==> src/rtl/fetch_unit.sv <==
// fetch_unit: instruction fetch stage of the 8-bit CPU.
// Owns the PC, drives the combinational ROM address, and registers the
// returned byte into an IR with a valid/ready handshake to decode.
// Supports redirect with flush, and halt/resume under decoder control.
// Optional build macro: FETCH_CNT_EN adds a saturating 16-bit count of
// completed IR handshakes on output port fetch_cnt.
module fetch_unit #(
  parameter int            AW       = 8,
  parameter int            DW       = 8,
  parameter logic [AW-1:0] RESET_PC = '0
) (
  input  logic          clk,
  input  logic          rst_n,
  output logic [AW-1:0] addr,
  input  logic [DW-1:0] instr,
  output logic [DW-1:0] ir,
  output logic [AW-1:0] ir_pc,
  output logic          ir_valid,
  input  logic          ir_ready,
  input  logic          redirect,
  input  logic [AW-1:0] redirect_pc,
  input  logic          halt,
  output logic          halted
`ifdef FETCH_CNT_EN
  ,
  output logic [15:0]   fetch_cnt
`endif
);

  typedef enum logic {
    S_RUN  = 1'b0,
    S_HALT = 1'b1
  } state_t;

  state_t        state_reg, state_next;
  logic [AW-1:0] pc_reg, pc_next;
  logic [DW-1:0] ir_reg, ir_next;
  logic [AW-1:0] ir_pc_reg, ir_pc_next;
  logic          valid_reg, valid_next;
  logic          handshake;
  logic          slot_free;

  assign handshake = valid_reg & ir_ready;
  assign slot_free = ~valid_reg | ir_ready;

  // State and datapath registers; everything clears immediately on rst_n low.
  always_ff @(posedge clk or negedge rst_n) begin
    if (!rst_n) begin
      state_reg <= S_RUN;
      pc_reg    <= RESET_PC;
      ir_reg    <= '0;
      ir_pc_reg <= '0;
      valid_reg <= 1'b0;
    end else begin
      state_reg <= state_next;
      pc_reg    <= pc_next;
      ir_reg    <= ir_next;
      ir_pc_reg <= ir_pc_next;
      valid_reg <= valid_next;
    end
  end

  // Next-state logic: redirect wins over everything, then halt, then fetch.
  always_comb begin
    state_next = state_reg;
    pc_next    = pc_reg;
    ir_next    = ir_reg;
    ir_pc_next = ir_pc_reg;
    valid_next = valid_reg;
    if (redirect) begin
      // Flush: ir/ir_pc keep stale contents, any concurrent handshake is dropped.
      pc_next    = redirect_pc;
      valid_next = 1'b0;
      // In RUN a simultaneous halt parks at the target; in HALT halt is ignored.
      state_next = (state_reg == S_RUN && halt) ? S_HALT : S_RUN;
    end else begin
      unique case (state_reg)
        S_RUN: begin
          if (halt) begin
            state_next = S_HALT;
            if (handshake) valid_next = 1'b0;
          end else if (slot_free) begin
            ir_next    = instr;
            ir_pc_next = pc_reg;
            valid_next = 1'b1;
            pc_next    = pc_reg + AW'(1);
          end
        end
        S_HALT: begin
          // No fetching; a held instruction drains once decode takes it.
          if (handshake) valid_next = 1'b0;
        end
        default: ;
      endcase
    end
  end

  assign addr     = pc_reg;
  assign ir       = ir_reg;
  assign ir_pc    = ir_pc_reg;
  assign ir_valid = valid_reg;
  assign halted   = (state_reg == S_HALT);

`ifdef FETCH_CNT_EN
  logic [15:0] cnt_reg;

  // Saturating count of instructions accepted by decode; only reset clears it.
  always_ff @(posedge clk or negedge rst_n) begin
    if (!rst_n) begin
      cnt_reg <= '0;
    end else if (handshake && !redirect && cnt_reg != 16'hFFFF) begin
      cnt_reg <= cnt_reg + 16'd1;
    end
  end

  assign fetch_cnt = cnt_reg;
`endif

endmodule

==> config.mk <==
export PLATFORM = sky130hd
export DESIGN_NAME = fetch_unit
export DESIGN_NICKNAME = d
export VERILOG_FILES = /design/src/rtl/fetch_unit.sv
export SDC_FILE = /design/constraint.sdc
export NUM_CORES = 1
export LEC_CHECK = 0
export CAP_MARGIN = 20
export CORE_ASPECT_RATIO = 0.7
export CORE_MARGIN = 1.5
export CORE_UTILIZATION = 46
export CTS_CLUSTER_DIAMETER = 60
export DETAILED_ROUTE_END_ITERATION = 8
export GPL_TIMING_DRIVEN = 0
export HOLD_SLACK_MARGIN = 0.15
export MAX_ROUTING_LAYER = met4
export PLACE_DENSITY = 0.86
export SYNTH_ARGS = -nofsm -noshare
export SYNTH_HDL_FRONTEND = slang
export SYNTH_SLANG_ARGS = --single-unit
==> constraint.sdc <==
create_clock -name clk -period 4.9 [get_ports clk]
set_clock_uncertainty 0.1 [all_clocks]
set_input_delay 0.49 -clock clk [delete_from_list [all_inputs] [get_ports clk]]
set_output_delay 0.49 -clock clk [all_outputs]
set_load 0.01 [all_outputs]
======== Yosys cells after proc, flatten, opt, wreduce, memory -nomap -nowiden ========
Cells that the tools add are included.
storage, ports and cells
  word-level logic and storage cells ...... 32
  flip-flop bits (word level) ............. 26
  output and inout bits ................... 26
operators by class
  eq/ne operators ......................... 3
  mux-type cells .......................... 13
  reduce and logical (&&, ||, !) cells .... 4
  bitwise gates (word level) .............. 6
  $add $sub $neg .......................... 1
operator list
  kind                   number
  $mux W8                4
  $add A8 B1 Y8 const B  1
  $mux W1                8
  $ne A2 B2 Y1 const B   2
  $ne A4 B4 Y1 const B   1
  $not A1 Y1             4
  $reduce_and A4 Y1      1
  $reduce_and A3 Y1      1
  $pmux W1 S2            1
  $reduce_bool A2 Y1     1
  $and A1 B1 Y1          1
  $logic_and A1 B1 Y1    1
  $or A1 B1 Y1           1

======== Logic depth before layout (Yosys ltp) ========
Gate-level depths: netlist (run 1).
  depth after elaboration ................. 6
  gate-level depth with buffers ........... 7

======== Worst setup path before layout (run 1) ========
Ideal clock, no wire load.
  path kind ............................... input to register
  start point ............................. in halt
  end point ............................... reg ir_reg[6] (netlist: ir[6])
  data arrival time ....................... 1.770 ns
  setup time .............................. 0.125 ns
  setup slack ............................. 2.905 ns
  stages on the path ...................... 7
  cells stage by stage .................... or2_1 -> buf_6 -> or2_1 -> buf_2 -> nor2_8 -> buf_12 -> mux2_4
on the way
  word-level cells in the longest chain between the ends .. 2
ends and longest elaborated chain
  element                      RTL line  text
  start: declaration           22        input logic halt,
  $not A1 Y1 (no line)         n/a
  $reduce_and A4 Y1 (no line)  n/a
  end signal: assignment       57        ir_reg <= ir_next;
  end: declaration             37        logic [DW-1:0] ir_reg, ir_next;
No other way between the ends.
A chain may end at the register's enable or synchronous reset.

======== Worst setup path after layout (run 1) ========
  start point ............................. in halt
  end point ............................... reg ir_pc_reg[1] (netlist: ir_pc[1])
on the way
  word-level cells in the longest chain between the ends .. 2
ends and longest elaborated chain
  element                      RTL line  text
  $not A1 Y1 (no line)         n/a
  $reduce_and A4 Y1 (no line)  n/a
  end signal: assignment       58        ir_pc_reg <= ir_pc_next;
  end: declaration             38        logic [AW-1:0] ir_pc_reg, ir_pc_next;
No other way between the ends.

==> results of run 1 <==
-- per-layer routing --
layer / share of wire (%) / vias to the layer above / GRT usage, %
met1: 44 / 405 / 22.0
met4: 1.1 / 0 / 6.81
li1: - / 428 / -
met3: 7.4 / 4 / 6.68
met5: 0 / - / -
met2: 47 / 36 / 31.9
-- per-stage QoR --
step                      util (%)  hold slack (ns)  area, um2  total power [mW]
after CTS                     73.3            0.396       1820             0.692
final                         73.3            0.391       1820             0.685
after detailed placement      70.4            0.384       1740             0.516
after global routing          73.3            0.437       1820             0.721
after global placement        69.3            0.381       1720             0.506
after floorplan                  -           0.0944       1210             0.387
-- synth_stat cells (3+ instances only) --
cell	count	share of area (%)
dfrtp_1	26	54
mux2_2	6	5.6
mux2_4	10	12
nand2_1	8	2.5
nand3_1	3	1.2
nor3_1	3	1.2
o21ai_0	7	2.9
xnor2_1	4	2.9
-- area by class of cell --
| cell class | instances | area [um2] |
|---|---|---|
| multi-input cells | 60 | 507 |
| flip-flops and latches | 26 | 651 |
| well taps | 34 | 42.5 |
| plain buffers | 6 | 48.8 |
| repair buffers | 47 | 488 |
| fillers | 180 | 662 |
| clock buffers | 3 | 41.3 |
| clock inverters | 1 | 30.0 |
| inverters | 2 | 7.51 |
-- layout by cell type, fill, tap and decap left out, drive strengths merged, types with 2 or more instances in the layout --
master	n
inv	2
clkbuf	5
nor2	2
or2	2
dfrtp	26
xnor2	4
buf	5
mux2	16
clkdlybuf4s50	46
o21ai	7
nand3	3
nor3b	2
nor4	2
mux2i	2
nand2	8
nor3	3
-- power by group through the flow --
stage | sequential (mW) | combinational (mW) | clock, mW
after floorplan | 0.312 | 0.0746 | 0
after global placement | 0.293 | 0.213 | 0
after detailed placement | 0.296 | 0.219 | 0
after CTS | 0.294 | 0.220 | 0.178
after global routing | 0.300 | 0.233 | 0.188
final | 0.292 | 0.217 | 0.176
-- worst max path at each step --
stage | startpoint | to | slack, ns | depth (start not counted)
2_1_floorplan | halt | ir[6]$_DFFE_PN0P_ | 2.90 | 7
3_5_place_dp | halt | ir_pc[1]$_DFFE_PN0P_ | 2.41 | 8
4_1_cts | halt | ir_pc[1]$_DFFE_PN0P_ | 2.69 | 8
5_1_grt | halt | ir[6]$_DFFE_PN0P_ | 2.64 | 8
6_report | halt | ir_pc[1]$_DFFE_PN0P_ | 2.71 | 8
3_3_place_gp | halt | ir[6]$_DFFE_PN0P_ | 2.42 | 8
-- worst reg2reg max path, stage by stage, from the launching register on --
cell and delay [ns]:
dfrtp_1 0.40, or2_1 0.22, buf_6 0.13, or2_1 0.19, buf_2 0.17, nor2_8 0.16
buf_12 0.17, mux2_4 0.30
-- cell families after synthesis --
family / Yosys count
AOI/OAI and AO/OA: 10
adders and majority gates: 1
xor gates and xnor gates: 5
and+or+nand+nor: 26
buffers and inverters: 8
muxes: 18
DFF: 26
==> results.py, run 1 <==
metrics = {
    "status": {
        "status": "completed",
    },
    "synth": {
        "post_synth_num_cell_types": 28,
        "synth_edf_count": 0,
        "async_reset_ff_share_pct": 100,
        "syn_avg_cell_area_um2": 12.9,
        "synth-simple-area-share_pct": 12.7,
        "synth_adder_area_share_pct": 1.03,
        "muxShareOfSynthArea_pct": 19.6,
        "synth_warnings": 0,
        "syn-cell-area_mm2": 0.00121,
        "synth_ff_type": "dfrtp_1",
        "synth_compound_area_share_pct": 4.85,
        "synth_xor_area_share_pct": 3.61,
        "syn-num-nets": 116,
        "synthCells": 94,
        "synth-seq-cells": 26,
        "synth_top_family_by_area": "multiplexers",
        "synth_seq_area_share_pct": 53.6,
    },
    "die": {
        "ioPinCount": 47,
        "core_area_mm2": 0.00248,
        "fp.dieW_um": 64.4,
        "die_h_um": 46.0,
        "row_count": 15,
        "initial_core_util_pct": 49.0,
        "die_area_mm2": 0.00296,
    },
    "global_routing": {
        "antenna_found_initial": 0,
        "grt_pass1_wl_um": 4080,
        "grt_usage_pct": 19.1,
        "grt_pass1_vias": 910,
        "grt_max_degree": 19,
        "overflow": 0,
    },
    "power_and_ir_drop": {
        "leakage_nw": 0.763,
        "p_seq_share_pct": 42.7,
        "p_comb_share_pct": 31.7,
        "internal_power_mw": 0.514,
        "sw_frac_of_total_pct": 24.9,
        "p_per_area_mw_per_mm2": 377,
        "clkPwrFrac_pct": 25.7,
        "p_sw_mw": 0.171,
        "ir_worst_vdd_mv": 0.278,
    },
    "setup_path": {
        "start_kind": "input port",
        "critPathArrivalTime_ns": 2.26,
        "crit_family": "buffers and inverters",
        "r2r_setup_slack_ns": 2.95,
        "timing.rr.end": "ir_pc[1]$_DFFE_PN0P_",
        "crit_type": "input port to flop",
        "crit_top_cell": "or2_1",
        "worstPathRequired_ns": 4.96,
        "critPathMaxFanout": 10,
        "slowest_delay_ns": 0.41,
        "end_kind": "flop",
        "timing.rr.start": "halted$_DFF_PN0_",
        "cp_slowest_cell": "clkdlybuf4s50_1",
        "crit_buf_inv": 4,
        "reg2reg_depth": 7,
        "path_cells": "clkdlybuf4s50_1 -> or2_1 -> buf_6 -> or2_1 -> buf_2 -> nor2_8 -> buf_12 -> mux2_4",
    },
    "finish": {
        "syn_to_final_growth_pct": 49.6,
        "antennaDiodeCount": 0,
        "final_cells": 179,
        "nNetsFinal": 168,
        "drive_above_1_share_pct": 17.9,
    },
    "hold_path": {
        "whs_path_depth": 1,
        "whs_endpoint": "halted$_DFF_PN0_",
        "hold_class": "flop to flop",
        "min_from": "halted$_DFF_PN0_",
    },
    "cts": {
        "cts_setup_buffers": 0,
        "cts_tree": "built",
        "post_cts_resized": 0,
        "postCtsHoldBufs": 0,
        "cts.sinks": 26,
        "cts_max_path_buffers": 2,
        "cts_made_buffers": 3,
        "clkTransAtPathRegs_ns": 0.09,
        "cts-root-buf": "clkbuf_8",
        "clock_latency_ns": 0.27,
        "cts.htree.levels": 1,
    },
    "detailed_routing": {
        "wl_per_cell_um": 13.3,
        "drt_iter0_drc": 17,
        "routed-via-count": 873,
        "drc": 0,
        "drt-pass1-iter-count": 4,
        "viasPerCell": 4.88,
        "ant_nets": 0,
        "routed_wirelength_um": 2380,
    },
    "sta": {
        "fin_tns_setup_ns": 0,
        "worst_pin_slew_ns": 0.467,
        "setup_ws_ns": 2.71,
        "max_freq_mhz": 456,
        "final-max-slew-violation-count": 0,
        "setup_violations": 0,
        "period_share_pct": 44.8,
        "fin_crit_ns": 2.19,
        "finalHoldViolCount": 0,
        "rsz0062_at_grt": "false",
        "slew_headroom_pct": 68.8,
    },
    "placement": {
        "dp.cells": 175,
        "hpwl_um": 1820,
        "place_ws_ns": 2.41,
        "gp_congestion": 0.750,
        "io_buffers": 46,
    },
    "flow_run": {
        "drv_cap": 0,
    },
}
Power figures use the tool's default switching activity.
==> inputs of run 2 (changes only) <==
- CORE_UTILIZATION: 46 -> 39
- PLACE_DENSITY: 0.86 -> 0.77
- clock period: 4.9 -> 1.95 ns (I/O delays scaled with it)
==> results.py, run 2 (same netlist as run 1, synthesis figures left out) <==
metrics = {
    "status": {
        "status": "completed",
    },
    "power_and_ir_drop": {
        "p_sw_mw": 0.437,
        "clkPwrFrac_pct": 25.7,
        "internal_power_mw": 1.31,
        "p_seq_share_pct": 41.9,
        "ir_worst_vdd_mv": 0.410,
        "p_per_area_mw_per_mm2": 927,
        "sw_frac_of_total_pct": 25.1,
        "leakage_nw": 0.797,
        "power_mw": 1.75,
        "p_comb_share_pct": 32.4,
    },
    "die": {
        "core_area_mm2": 0.00288,
        "row_count": 16,
        "die_area_mm2": 0.00346,
        "ioPinCount": 47,
        "initial_core_util_pct": 42.1,
        "fp.dieW_um": 69.7,
        "die_h_um": 49.7,
    },
    "global_routing": {
        "overflow": 0,
        "grt_pass1_vias": 904,
        "grt_usage_pct": 17.3,
        "top_usage_layer": "met2",
        "grtUsageMet1_pct": 21.9,
        "grtUsageMet3_pct": 4.09,
        "antenna_found_initial": 0,
        "use_met2_pct": 27.4,
        "grt_pass1_wl_um": 4480,
        "grt_max_degree": 18,
    },
    "finish": {
        "final_cells": 184,
        "layout_commonest_cell": "clkdlybuf4s50_1",
        "nNetsFinal": 171,
        "fill_cells": 221,
        "syn_to_final_growth_pct": 55.2,
        "drive_above_1_share_pct": 20.3,
        "antennaDiodeCount": 0,
        "final_cell_mix": "clkdlybuf4s50_1 (46), dfrtp_1 (26), mux2_4 (10)",
    },
    "sta": {
        "rsz0062_at_grt": "false",
        "final-max-slew-violation-count": 0,
        "fin_crit_ns": 1.88,
        "finalHoldViolCount": 0,
        "period_share_pct": 96.3,
        "slew_headroom_pct": 62.5,
        "setup_ws_ns": 0.0726,
        "worst_pin_slew_ns": 0.561,
        "max_freq_mhz": 533,
        "setup_violations": 0,
    },
    "detailed_routing": {
        "drt-pass1-iter-count": 4,
        "routed_wirelength_um": 2630,
        "routed-via-count": 897,
        "viasPerCell": 4.88,
        "ant_nets": 0,
        "wl_per_cell_um": 14.3,
        "drt_iter0_drc": 17,
        "drc": 0,
    },
    "cts": {
        "cts_max_path_buffers": 2,
        "cts.htree.levels": 1,
        "cts.sinks": 26,
        "clock_latency_ns": 0.28,
        "cts_tree": "built",
        "postCtsHoldBufs": 0,
        "clkTransAtPathRegs_ns": 0.09,
        "cts_made_buffers": 3,
        "cts-root-buf": "clkbuf_8",
    },
    "setup_path": {
        "reg2reg_depth": 6,
        "critPathArrivalTime_ns": 1.95,
        "timing.rr.start": "halted$_DFF_PN0_",
        "critPathLaunch": "halted$_DFF_PN0_",
        "end_kind": "flop",
        "critPathMaxFanout": 8,
        "crit_type": "flop to flop",
        "r2r_setup_slack_ns": 0.07,
        "start_kind": "flop",
        "timing.rr.end": "ir_pc[2]$_DFFE_PN0P_",
        "cp-endpoint": "ir_pc[2]$_DFFE_PN0P_",
        "worstPathRequired_ns": 2.02,
    },
    "placement": {
        "hpwl_um": 1950,
        "dp.cells": 177,
        "place_ws_ns": -0.265,
        "io_buffers": 46,
        "gp_congestion": 0.737,
    },
    "hold_path": {
        "hold_class": "input port to asynchronous set/reset pin",
    },
    "flow_run": {
        "drv_cap": 0,
    },
}
==> run 2: layout make-up <==
class | instances | area (um2) | share of cell area, %
buffer | 5 | 43.8 | 2.33
clock buffer | 3 | 41.3 | 2.19
clock inverter | 1 | 30.0 | 1.59
inverter | 2 | 7.51 | 0.399
multi-input combinational | 60 | 509 | 27.0
sequential | 26 | 651 | 34.6
tap | 36 | 45.0 | 2.39
timing repair buffer | 51 | 556 | 29.5
==> run 2: power by group through the flow <==
stage	sequential [mW]	combinational [mW]	clock, mW
2_1_floorplan	0.785	0.187	0
3_3_place_gp	0.736	0.536	0
3_5_place_dp	0.743	0.552	0
4_1_cts	0.733	0.572	0.460
5_1_grt	0.748	0.604	0.485
6_report	0.731	0.565	0.448
==> run 2: worst min-delay path by stage <==
stage	slack [ns]	cells after the start	start	to
2_1_floorplan	-0.20	0	rst_n	addr[0]$_DFFE_PN0P_
3_3_place_gp	0.38	1	halted$_DFF_PN0_	halted$_DFF_PN0_
3_5_place_dp	0.38	1	halted$_DFF_PN0_	halted$_DFF_PN0_
4_1_cts	0.19	1	rst_n	ir[6]$_DFFE_PN0P_
5_1_grt	0.20	1	rst_n	ir[7]$_DFFE_PN0P_
6_report	0.17	1	rst_n	ir[7]$_DFFE_PN0P_
==> run 2: timing repair <==
item,CTS,global route
cloned,1,0
setup buffers,3,0
setup endpoints to repair,10,9
pin swaps,1,1
gates resized for setup,1,0
==> run 2: layer usage <==
metal | up-vias | wire length, um
li1 | 440 | -
met1 | 416 | 1220
met2 | 34 | 1200
met3 | 7 | 154
met4 | 0 | 53
met5 | - | 0
==> run 2: worst max-delay path: stages (launching register included) <==
cell and delay, ns:
dfrtp_1 0.38, or2_1 0.21, buf_6 0.13, or2_4 0.26, nor2_8 0.12, bufbuf_16 0.28
mux2_4 0.29
==> run 2: stage by stage <==
step	utilization (%)	setup TNS [ns]	hold slack (ns)	area, um2
2_1_floorplan	-	0	-0.201	1210
3_3_place_gp	59.6	-3.28	0.381	1720
3_5_place_dp	60.6	-3.44	0.385	1750
4_1_cts	65.3	0	0.187	1880
5_1_grt	65.3	0	0.201	1880
6_report	65.3	0	0.170	1880
==> inputs of run 3 (changes only) <==
- CORE_UTILIZATION: 39 -> 48
- DONT_BUFFER_PORTS: not set -> 1
- PLACE_DENSITY: 0.77 -> 0.67
==> results.py, run 3 (same netlist as run 1, synthesis figures left out) <==
metrics = {
    "status": {
        "status": "completed",
    },
    "detailed_routing": {
        "drc": 0,
        "viasPerCell": 5.22,
        "wl_per_cell_um": 15.7,
        "drt_iter0_drc": 14,
        "ant_nets": 0,
        "drt-pass1-iter-count": 4,
        "routed-via-count": 825,
        "routed_wirelength_um": 2490,
    },
    "die": {
        "core_area_mm2": 0.00242,
        "die_h_um": 45.1,
        "die_area_mm2": 0.00284,
        "row_count": 15,
        "initial_core_util_pct": 50.1,
        "fp.dieW_um": 63.1,
        "ioPinCount": 47,
    },
    "sta": {
        "rsz0062_at_grt": "true",
        "finalHoldViolCount": 0,
        "setup_ws_ns": 0.0625,
        "period_share_pct": 96.8,
        "final-max-slew-violation-count": 0,
        "slew_headroom_pct": 71.9,
        "worst_pin_slew_ns": 0.422,
        "fin_crit_ns": 1.89,
        "max_freq_mhz": 530,
        "setup_violations": 0,
    },
    "setup_path": {
        "crit_buf_inv": 2,
        "crit_family": "simple AND/OR/NAND/NOR gates",
        "end_kind": "flop",
        "slowest_delay_ns": 0.46,
        "path_cells": "or2_1 -> buf_6 -> or2_4 -> nor2_8 -> buf_6 -> mux2_2",
        "critPathArrivalTime_ns": 2.00,
        "crit_type": "flop to flop",
        "cp_slowest_cell": "dfrtp_2",
        "start_kind": "flop",
        "crit_top_cell": "buf_6",
        "critPathMaxFanout": 5,
        "worstPathRequired_ns": 2.07,
    },
    "global_routing": {
        "grt_pass1_vias": 828,
        "grt_usage_pct": 20.1,
        "grt_max_degree": 27,
        "antenna_found_initial": 0,
        "overflow": 0,
        "grt_pass1_wl_um": 4130,
    },
    "cts": {
        "clkTransAtPathRegs_ns": 0.13,
        "cts-root-buf": "clkbuf_4",
        "clock_latency_ns": 0.31,
        "cts_made_buffers": 3,
        "cts.htree.levels": 1,
        "cts_max_path_buffers": 2,
        "cts_tree": "built",
        "cts.sinks": 26,
    },
    "power_and_ir_drop": {
        "power_mw": 1.36,
        "ir_worst_vdd_mv": 0.402,
        "leakage_nw": 0.700,
        "p_per_area_mw_per_mm2": 851,
    },
    "finish": {
        "post-route-util_pct": 66.2,
        "nNetsFinal": 147,
        "syn_to_final_growth_pct": 32.1,
        "final_cells": 158,
        "drive_above_1_share_pct": 26.6,
        "final_area_mm2": 0.00160,
        "layout_commonest_cell": "dfrtp_1",
        "final_cell_mix": "dfrtp_1 (25), dlygate4sd3_1 (20), mux2_4 (14)",
        "antennaDiodeCount": 0,
    },
    "placement": {
        "io_buffers": 0,
        "hpwl_um": 1600,
        "place_ws_ns": -0.0771,
        "gp_congestion": 0.825,
        "placed_area_mm2": 0.00126,
        "dp.cells": 128,
    },
    "hold_path": {
        "hold_class": "input port to flop",
    },
    "flow_run": {
        "drv_cap": 0,
    },
}
[run 3: cell types whose count changed in the layout (fill, tap and decap cells not counted), sizes merged]
| cell | change |
|---|---|
| clkdlybuf4s50 | -46 |
| dlygate4sd3 | +20 |
| buf | +3 |
| bufbuf | -1 |
| bufinv | -1 |
| clkbuf | +1 |
[run 3: worst register-to-register path, cell delays in order, from the launching register on]
cell	delay, ns
dfrtp_2	0.46
or2_1	0.23
buf_6	0.13
or2_4	0.26
nor2_8	0.18
buf_6	0.13
mux2_2	0.31
[run 3: through the flow]
step / TNS [ns] / hold WS (ns)
floorplan: 0 / -0.201
global route: -0.0121 / 0.135
detailed placement: -0.683 / -0.200
CTS: -0.0644 / -0.0838
finish: 0 / 0.143
global placement: -0.465 / -0.200
[run 3: area by class of cell]
| class | count | area [um2] |
|---|---|---|
| buffer | 5 | 43.8 |
| clock buffer | 4 | 36.3 |
| fill | 176 | 818 |
| inverter | 2 | 7.51 |
| multi-input combinational | 60 | 524 |
| sequential | 26 | 652 |
| tap | 34 | 42.5 |
| timing repair buffer | 27 | 297 |
[run 3: where the power goes]
group | internal [mW] | switching (mW)
registers | 0.650 | 0.154
clock network | 0.114 | 0.156
logic | 0.200 | 0.0898
total | 0.964 | 0.400
[run 3: what timing repair did]
| action | in CTS | in global routing |
|---|---|---|
| buffers inserted | 3 | 2 |
| gates cloned | 1 | 0 |
| hold endpoints to repair | 52 | 14 |
| gates resized for setup | 2 | 8 |
| hold buffers | 20 | 1 |
| pin swaps | 1 | 1 |
| setup endpoints to repair | 10 | 16 |
[run 3: worst paths after layout]
path | from | endpoint | slack [ns] | cells past startpoint
worst min register to register | halted$_DFF_PN0_ | halted$_DFF_PN0_ | 0.43 | 1
worst max register to register | halted$_DFF_PN0_ | ir[3]$_DFFE_PN0P_ | 0.06 | 6
worst max-delay path | halted$_DFF_PN0_ | ir[3]$_DFFE_PN0P_ | 0.06 | 6
min in group asynchronous | rst_n | ir[7]$_DFFE_PN0P_ | 0.18 | 2
max in group asynchronous | rst_n | halted$_DFF_PN0_ | 1.40 | 2
worst min-delay path | redirect | ir[1]$_DFFE_PN0P_ | 0.14 | 3
[run 3: per-layer routing]
layer | vias up | global-route usage, % | share of wire, %
met2 | 35 | 30.4 | 45
met4 | 0 | 4.00 | 0.40
met3 | 2 | 6.73 | 7.8
met1 | 400 | 26.8 | 47
li1 | 388 | - | -
met5 | - | - | 0
